`config.mk`:
```
export PLATFORM = sky130hd
export DESIGN_NAME = key_ctrl
export DESIGN_NICKNAME = d
export VERILOG_FILES = /design/src/rtl/key_ctrl.sv
export SDC_FILE = /design/constraint.sdc
export NUM_CORES = 1
export LEC_CHECK = 0
export ABC_AREA = 1
export BUFFER_PORTS_ARGS = -buffer_cell sky130_fd_sc_hd__clkbuf_2
export CAP_MARGIN = 20
export CORE_MARGIN = 10
export CORE_UTILIZATION = 57
export DETAILED_ROUTE_END_ITERATION = 7
export PLACE_DENSITY = 0.75
export REMOVE_ABC_BUFFERS = 1
export SETUP_SLACK_MARGIN = 0.15
export SLEW_MARGIN = 40
export SYNTH_ARGS = -nofsm -noshare
export SYNTH_HDL_FRONTEND = slang
export SYNTH_SLANG_ARGS = --single-unit
```
`constraint.sdc`:
```
create_clock -name clk -period 2.55 [get_ports clk]
set_clock_uncertainty 0.05 [all_clocks]
set_input_delay 0.255 -clock clk [delete_from_list [all_inputs] [get_ports clk]]
set_output_delay 0.255 -clock clk [all_outputs]
set_load 0.1 [all_outputs]
```
`src/rtl/key_ctrl.sv`:
```
// -----------------------------------------------------------------------------
// key_ctrl
//
// Push-button front end for the neural-engine core. Up to four active-low board
// keys are synchronised and debounced; key 0 acts as a manual reset button and
// key 1 (when present) toggles pause/resume. A small sequencer turns those key
// states into the system reset and start indications and drives status LEDs.
//
// Parameters
//   N_KEYS          number of keys (1..4); pause exists only for N_KEYS >= 2
//   DEBOUNCE_CYCLES stable cycles on the synchronised input to accept a change
//   RESET_STRETCH   cycles reset_signal is held after key 0 / rst_n release
//   START_PULSE     0: start_signal is a level while running
//                   1: start_signal is a single-cycle strobe per START entry
//   N_LEDS          LED bus width, >= 3 + N_KEYS
//
// Ports
//   clk           system clock
//   rst_n         asynchronous active-low reset
//   KEY           raw keys, active-low, asynchronous to clk
//   reset_signal  active-high reset for downstream logic
//   start_signal  start indication (level or strobe, see START_PULSE)
//   key_pressed   debounced key levels, 1 = held
//   key_event     one-cycle strobe in the cycle after key_pressed rises
//   LED           {0.., key_pressed, paused, running, reset_signal}
//
// Every output comes straight from a flop, so nothing on KEY can glitch an
// output combinationally.
// -----------------------------------------------------------------------------
module key_ctrl #(
  parameter int N_KEYS          = 2,
  parameter int DEBOUNCE_CYCLES = 500000,
  parameter int RESET_STRETCH   = 16,
  parameter int START_PULSE     = 0,
  parameter int N_LEDS          = 10
) (
  input  logic              clk,
  input  logic              rst_n,
  input  logic [N_KEYS-1:0] KEY,
  output logic              reset_signal,
  output logic              start_signal,
  output logic [N_KEYS-1:0] key_pressed,
  output logic [N_KEYS-1:0] key_event,
  output logic [N_LEDS-1:0] LED
);

  localparam int CW = $clog2(DEBOUNCE_CYCLES + 1);
  localparam int SW = (RESET_STRETCH > 1) ? $clog2(RESET_STRETCH) : 1;

  // Elaboration-time sanity checks on the parameter set.
  if (N_KEYS < 1 || N_KEYS > 4) begin : g_bad_nkeys
    $error("key_ctrl: N_KEYS must be 1..4");
  end
  if (N_LEDS < 3 + N_KEYS) begin : g_bad_nleds
    $error("key_ctrl: N_LEDS must be >= 3 + N_KEYS");
  end
  if (DEBOUNCE_CYCLES < 2) begin : g_bad_db
    $error("key_ctrl: DEBOUNCE_CYCLES must be >= 2");
  end
  if (RESET_STRETCH < 1) begin : g_bad_rs
    $error("key_ctrl: RESET_STRETCH must be >= 1");
  end

  // ---------------------------------------------------------------------------
  // Per-key synchroniser, debouncer and press-event generator
  // ---------------------------------------------------------------------------
  for (genvar gi = 0; gi < N_KEYS; gi++) begin : g_key
    logic          sync1_q;
    logic          sync2_q;
    logic [CW-1:0] cnt_q;
    logic [CW-1:0] cnt_d;
    logic          pressed_q;
    logic          pressed_d;
    logic          pressed_dly_q;
    logic          event_q;

    // The synchronised pin is active-low; compare its inverted value against
    // the accepted level. Any cycle where they agree throws the count away,
    // so a single bounce restarts the full debounce window.
    always_comb begin
      cnt_d     = '0;
      pressed_d = pressed_q;
      if ((~sync2_q) != pressed_q) begin
        if (cnt_q == CW'(DEBOUNCE_CYCLES - 1)) begin
          pressed_d = ~pressed_q;
          cnt_d     = '0;
        end else begin
          cnt_d = cnt_q + CW'(1);
        end
      end
    end

    always_ff @(posedge clk or negedge rst_n) begin
      if (!rst_n) begin
        sync1_q       <= 1'b1;  // released
        sync2_q       <= 1'b1;
        cnt_q         <= '0;
        pressed_q     <= 1'b0;
        pressed_dly_q <= 1'b0;
        event_q       <= 1'b0;
      end else begin
        sync1_q       <= KEY[gi];
        sync2_q       <= sync1_q;
        cnt_q         <= cnt_d;
        pressed_q     <= pressed_d;
        pressed_dly_q <= pressed_q;
        // Strobe lands in the cycle after the accepted level rises.
        event_q       <= pressed_q & ~pressed_dly_q;
      end
    end

    assign key_pressed[gi] = pressed_q;
    assign key_event[gi]   = event_q;
  end

  // Pause toggle source; tied off when there is no second key.
  logic pause_evt;
  if (N_KEYS >= 2) begin : g_pause
    assign pause_evt = key_event[1];
  end else begin : g_no_pause
    assign pause_evt = 1'b0;
  end

  // ---------------------------------------------------------------------------
  // Reset / start / pause sequencer
  // ---------------------------------------------------------------------------
  typedef enum logic [2:0] {
    ST_RST_HOLD,
    ST_RST_STRETCH,
    ST_START,
    ST_RUN,
    ST_PAUSE
  } state_e;

  state_e        state_q;
  state_e        state_d;
  logic [SW-1:0] stretch_q;
  logic [SW-1:0] stretch_d;
  logic          reset_q;
  logic          start_q;
  logic          run_led_q;
  logic          pause_led_q;

  // Key 0 is checked before the key-1 event everywhere, so a simultaneous
  // press always lands in RST_HOLD. Key-1 events seen outside RUN/PAUSE fall
  // through the case and are simply lost.
  always_comb begin
    state_d   = state_q;
    stretch_d = stretch_q;
    case (state_q)
      ST_RST_HOLD: begin
        if (!key_pressed[0]) begin
          state_d   = ST_RST_STRETCH;
          stretch_d = '0;
        end
      end
      ST_RST_STRETCH: begin
        if (key_pressed[0]) begin
          state_d = ST_RST_HOLD;
        end else if (stretch_q == SW'(RESET_STRETCH - 1)) begin
          state_d = ST_START;
        end else begin
          stretch_d = stretch_q + SW'(1);
        end
      end
      ST_START: begin
        state_d = ST_RUN;
      end
      ST_RUN: begin
        if (key_pressed[0]) begin
          state_d = ST_RST_HOLD;
        end else if (pause_evt) begin
          state_d = ST_PAUSE;
        end
      end
      ST_PAUSE: begin
        if (key_pressed[0]) begin
          state_d = ST_RST_HOLD;
        end else if (pause_evt) begin
          state_d = ST_START;  // resume re-issues the start strobe
        end
      end
      default: begin
        state_d = ST_RST_HOLD;
      end
    endcase
  end

  // Outputs are decoded from the next state so that each one reflects the
  // state entered on the same edge while still coming from a flop.
  always_ff @(posedge clk or negedge rst_n) begin
    if (!rst_n) begin
      state_q     <= ST_RST_STRETCH;
      stretch_q   <= '0;
      reset_q     <= 1'b1;
      start_q     <= 1'b0;
      run_led_q   <= 1'b0;
      pause_led_q <= 1'b0;
    end else begin
      state_q     <= state_d;
      stretch_q   <= stretch_d;
      reset_q     <= (state_d == ST_RST_HOLD) || (state_d == ST_RST_STRETCH);
      start_q     <= (state_d == ST_START) ||
                     ((state_d == ST_RUN) && (START_PULSE == 0));
      run_led_q   <= (state_d == ST_RUN);
      pause_led_q <= (state_d == ST_PAUSE);
    end
  end

  assign reset_signal = reset_q;
  assign start_signal = start_q;

  always_comb begin
    LED               = '0;
    LED[0]            = reset_q;
    LED[1]            = run_led_q;
    LED[2]            = pause_led_q;
    LED[3 +: N_KEYS]  = key_pressed;
  end

endmodule

```
==> impl_metrics.csv <==
group,metric,value,unit
timing,tns,0,ns
route,ant_nets,0,
die,start_util,59.8,%
power,power_density,550,nW/um^2
clocking,cts_tree,"yes",
route,totalWireLength,5.66,mm
clocking,cts_sinks,59,
final_layout,mostFrequentLayoutCell,"nand2_1",
worst_setup_path,start_kind,"register",
route,drtPass1Iterations,4,
worst_setup_path,rrSetupSlack,1.02,ns
route,routedWlPerCell,11.6,um
timing,setup_viol,0,
power,p_leak,0.00156,uW
worst_setup_path,critical_path_class,"reg2out",
worst_setup_path,path_cells,"clkbuf_2",
route,vias,2369,
clocking,root_buffer,"clkbuf_8",
worst_setup_path,reg2reg_to,"g_key[0].cnt_q[18]$_DFF_PN0_",
worst_setup_path,endpoint_kind,"output port",
worst_setup_path,cpMaxStageDelayCell,"clkbuf_2",
timing,period_needed,1.68,ns
yosys,ys_seq_area_share,48.0,%
clocking,clk_pin_slew,0.07,ns
timing,hold_slack,0.307,ns
die,die_y,93.7,um
clocking,cts_max_path_buffers,2,
die,core-area,5170,um^2
yosys,syn_inst,395,
timing,tightest_slew,0.549,ns
worst_setup_path,r2r-start,"g_key[0].cnt_q[0]$_DFF_PN0_",
final_layout,area_delta_synth_final,9.75,%
worst_setup_path,cp_max_fo,8,
clocking,h-tree-depth,3,
worst_setup_path,reg2reg_depth,8,
worst_setup_path,endpoint,"LED[3]",
grt,first_global_vias,2314,
final_layout,finalNetCount,422,
timing,rsz0062_at_grt,"no",
timing,hold_viol,0,
hold_path,hold_path.class,"reg2reg",
timing,final_max_slew_viol_count,0,
route,drtIter0Drc,139,
worst_setup_path,cp_top_family,"buffers and inverters",
status,status,"finished, final reports clean",
grt,grt_pass1_wl,10.4,mm
timing,fmax,0.597,GHz
placement,port_buffers,14,
worst_setup_path,crit_path_start,"g_key[0].pressed_q$_DFFE_PN0P_",
worst_setup_path,critPathMaxStageDelay,0.52,ns
worst_setup_path,crit_buf_inv,1,
clocking,cts_buffers,9,
final_layout,final_cell_mix,"nand2_1 (92), nor2_1 (91), dfrtp_1 (53)",
flow_run,maxCapViolations,0,
grt,grtUsageTotal,14.7,%
route,avgViaCountPerCell,4.83,
final_layout,insertedDiodeCount,0,
worst_setup_path,cp_data_required_time,2.25,ns
yosys,syn-cell-area,3090,um^2
grt,antenna_found_initial,0,
grt,grt_max_degree,23,
die,ios,20,
clocking,post-cts-setup-buffer-count,0,
final_layout,drive_gt1_share,14.5,%
placement,gp_congestion,0.917,
worst_setup_path,cp.depth,1,
grt,grt-ovfl-total,0,
die,num_rows,26,
timing,fin_crit_sh,65.7,%
die,die_w,93.7,um
die,die_area,8770,um^2
route,drc,0,
yosys,ys_warn_count,0,
clocking,clk-insertion-delay-late,0.33,ns
yosys,avgSynthCellArea,7.83,um^2
timing,relSlewSlack,63.6,%
yosys,ys_types,28,
power,peakVddDrop,0.397,mV
yosys,synth-seq-cells,59,
placement,hpwl,4.18,mm
worst_setup_path,cp.arrival,1.37,ns
-- layout make-up --
class                   count  area, um^2
flip-flops and latches     59        1480
fillers                   462        1780
repair buffers             19         115
clock inverters             3        40.0
clock buffers              13         149
well taps                  70        87.6
multi-input cells         283        1360
inverters                  43         161
-- worst register-to-register path, stage by stage (launching register included) --
cell     delay [ns]
dfrtp_1        0.37
ha_1           0.23
nand2_1        0.10
nor2_2         0.12
nand2_1        0.16
nor2_4         0.17
nand3_1        0.10
nor2_1         0.10
nor2_1         0.05
-- cell usage after synthesis (all sizes together) --
cell type | n | area [um^2]
ha | 3 | 37.5
xor2 | 18 | 165
o21a | 2 | 15.0
mux2i | 1 | 10.0
inv | 43 | 161
nor2 | 105 | 444
buf | 14 | 105
a21oi | 5 | 28.8
nand3b | 1 | 7.51
and2 | 2 | 12.5
o21ai | 10 | 50.0
dfstp | 6 | 158
nand2 | 94 | 358
nand3 | 25 | 125
xnor2 | 3 | 26.3
conb | 1 | 3.75
dfrtp | 53 | 1330
nor3 | 5 | 30.0
nor3b | 2 | 15.0
nand4 | 2 | 12.5
-- through the flow --
step                      worst slack (ns)  cell area (um^2)  total power [uW]  std cells  util (%)
after detailed placement              1.01              3170              1060        471      61.4
final                                0.875              3390              1870        490      65.6
after floorplan                    0.00345              3000              1030        385         -
after global routing                 0.824              3390              1930        490      65.6
after CTS                            0.855              3390              1890        490      65.6
after global placement                1.05              3170              1060        471      61.4
-- worst min path at each step --
stage                     cells after the start  slack [ns]                        from                            to
final                                         0        0.31  g_key[0].sync1_q$_DFF_PN1_    g_key[0].sync2_q$_DFF_PN1_
after global routing                          0        0.31  g_key[1].sync1_q$_DFF_PN1_    g_key[1].sync2_q$_DFF_PN1_
after CTS                                     0        0.31  g_key[0].sync1_q$_DFF_PN1_    g_key[0].sync2_q$_DFF_PN1_
after detailed placement                      1        0.21                       rst_n  g_key[0].cnt_q[11]$_DFF_PN0_
after global placement                        1        0.20                       rst_n  g_key[0].cnt_q[11]$_DFF_PN0_
after floorplan                               0       -0.09                       rst_n   g_key[0].cnt_q[0]$_DFF_PN0_
-- sequential cells by signal (all words and copies together), names as in the netlist, 2 cells and up --
register and cells:
g_key.cnt_q 38, g_key.event_q 2, g_key.pressed_dly_q 2, g_key.pressed_q 2
g_key.sync1_q 2, g_key.sync2_q 2, state_q 3, stretch_q 4
-- cell families (layout without fill, tap and decap cells) --
family / count (synthesis) / in the layout / synth area share (%)
AND/OR/NAND/NOR: 236 / 236 / 32.5
flip-flops: 59 / 59 / 48.0
buffers and inverters: 57 / 78 / 8.62
XOR/XNOR: 21 / 21 / 6.19
AO/OA/AOI/OAI: 17 / 17 / 3.03
adder cells (fa/ha/maj): 3 / 3 / 1.21
other: 1 / 5 / 0.121
multiplexers: 1 / 1 / 0.324
-- power breakdown --
group          switching, uW  leakage [uW]  internal, uW
clock                    348     0.0000974           476
sequential              7.36      0.000762           950
combinational           70.7      0.000702          16.5
-- routing by layer --
| metal | share of wire [%] | GRT usage [%] | vias up |
|---|---|---|---|
| li1 | - | - | 1235 |
| met1 | 49 | 19.6 | 1074 |
| met2 | 43 | 21.3 | 51 |
| met3 | 6.0 | 3.92 | 9 |
| met4 | 1.7 | 7.47 | 0 |
| met5 | 0 | 0 | - |
-- what timing repair did --
action,4_1_cts,5_1_grt
gates resized for setup,0,0
hold endpoints to repair,19,0
hold buffers,3,0
Power figures use the tool's default switching activity.
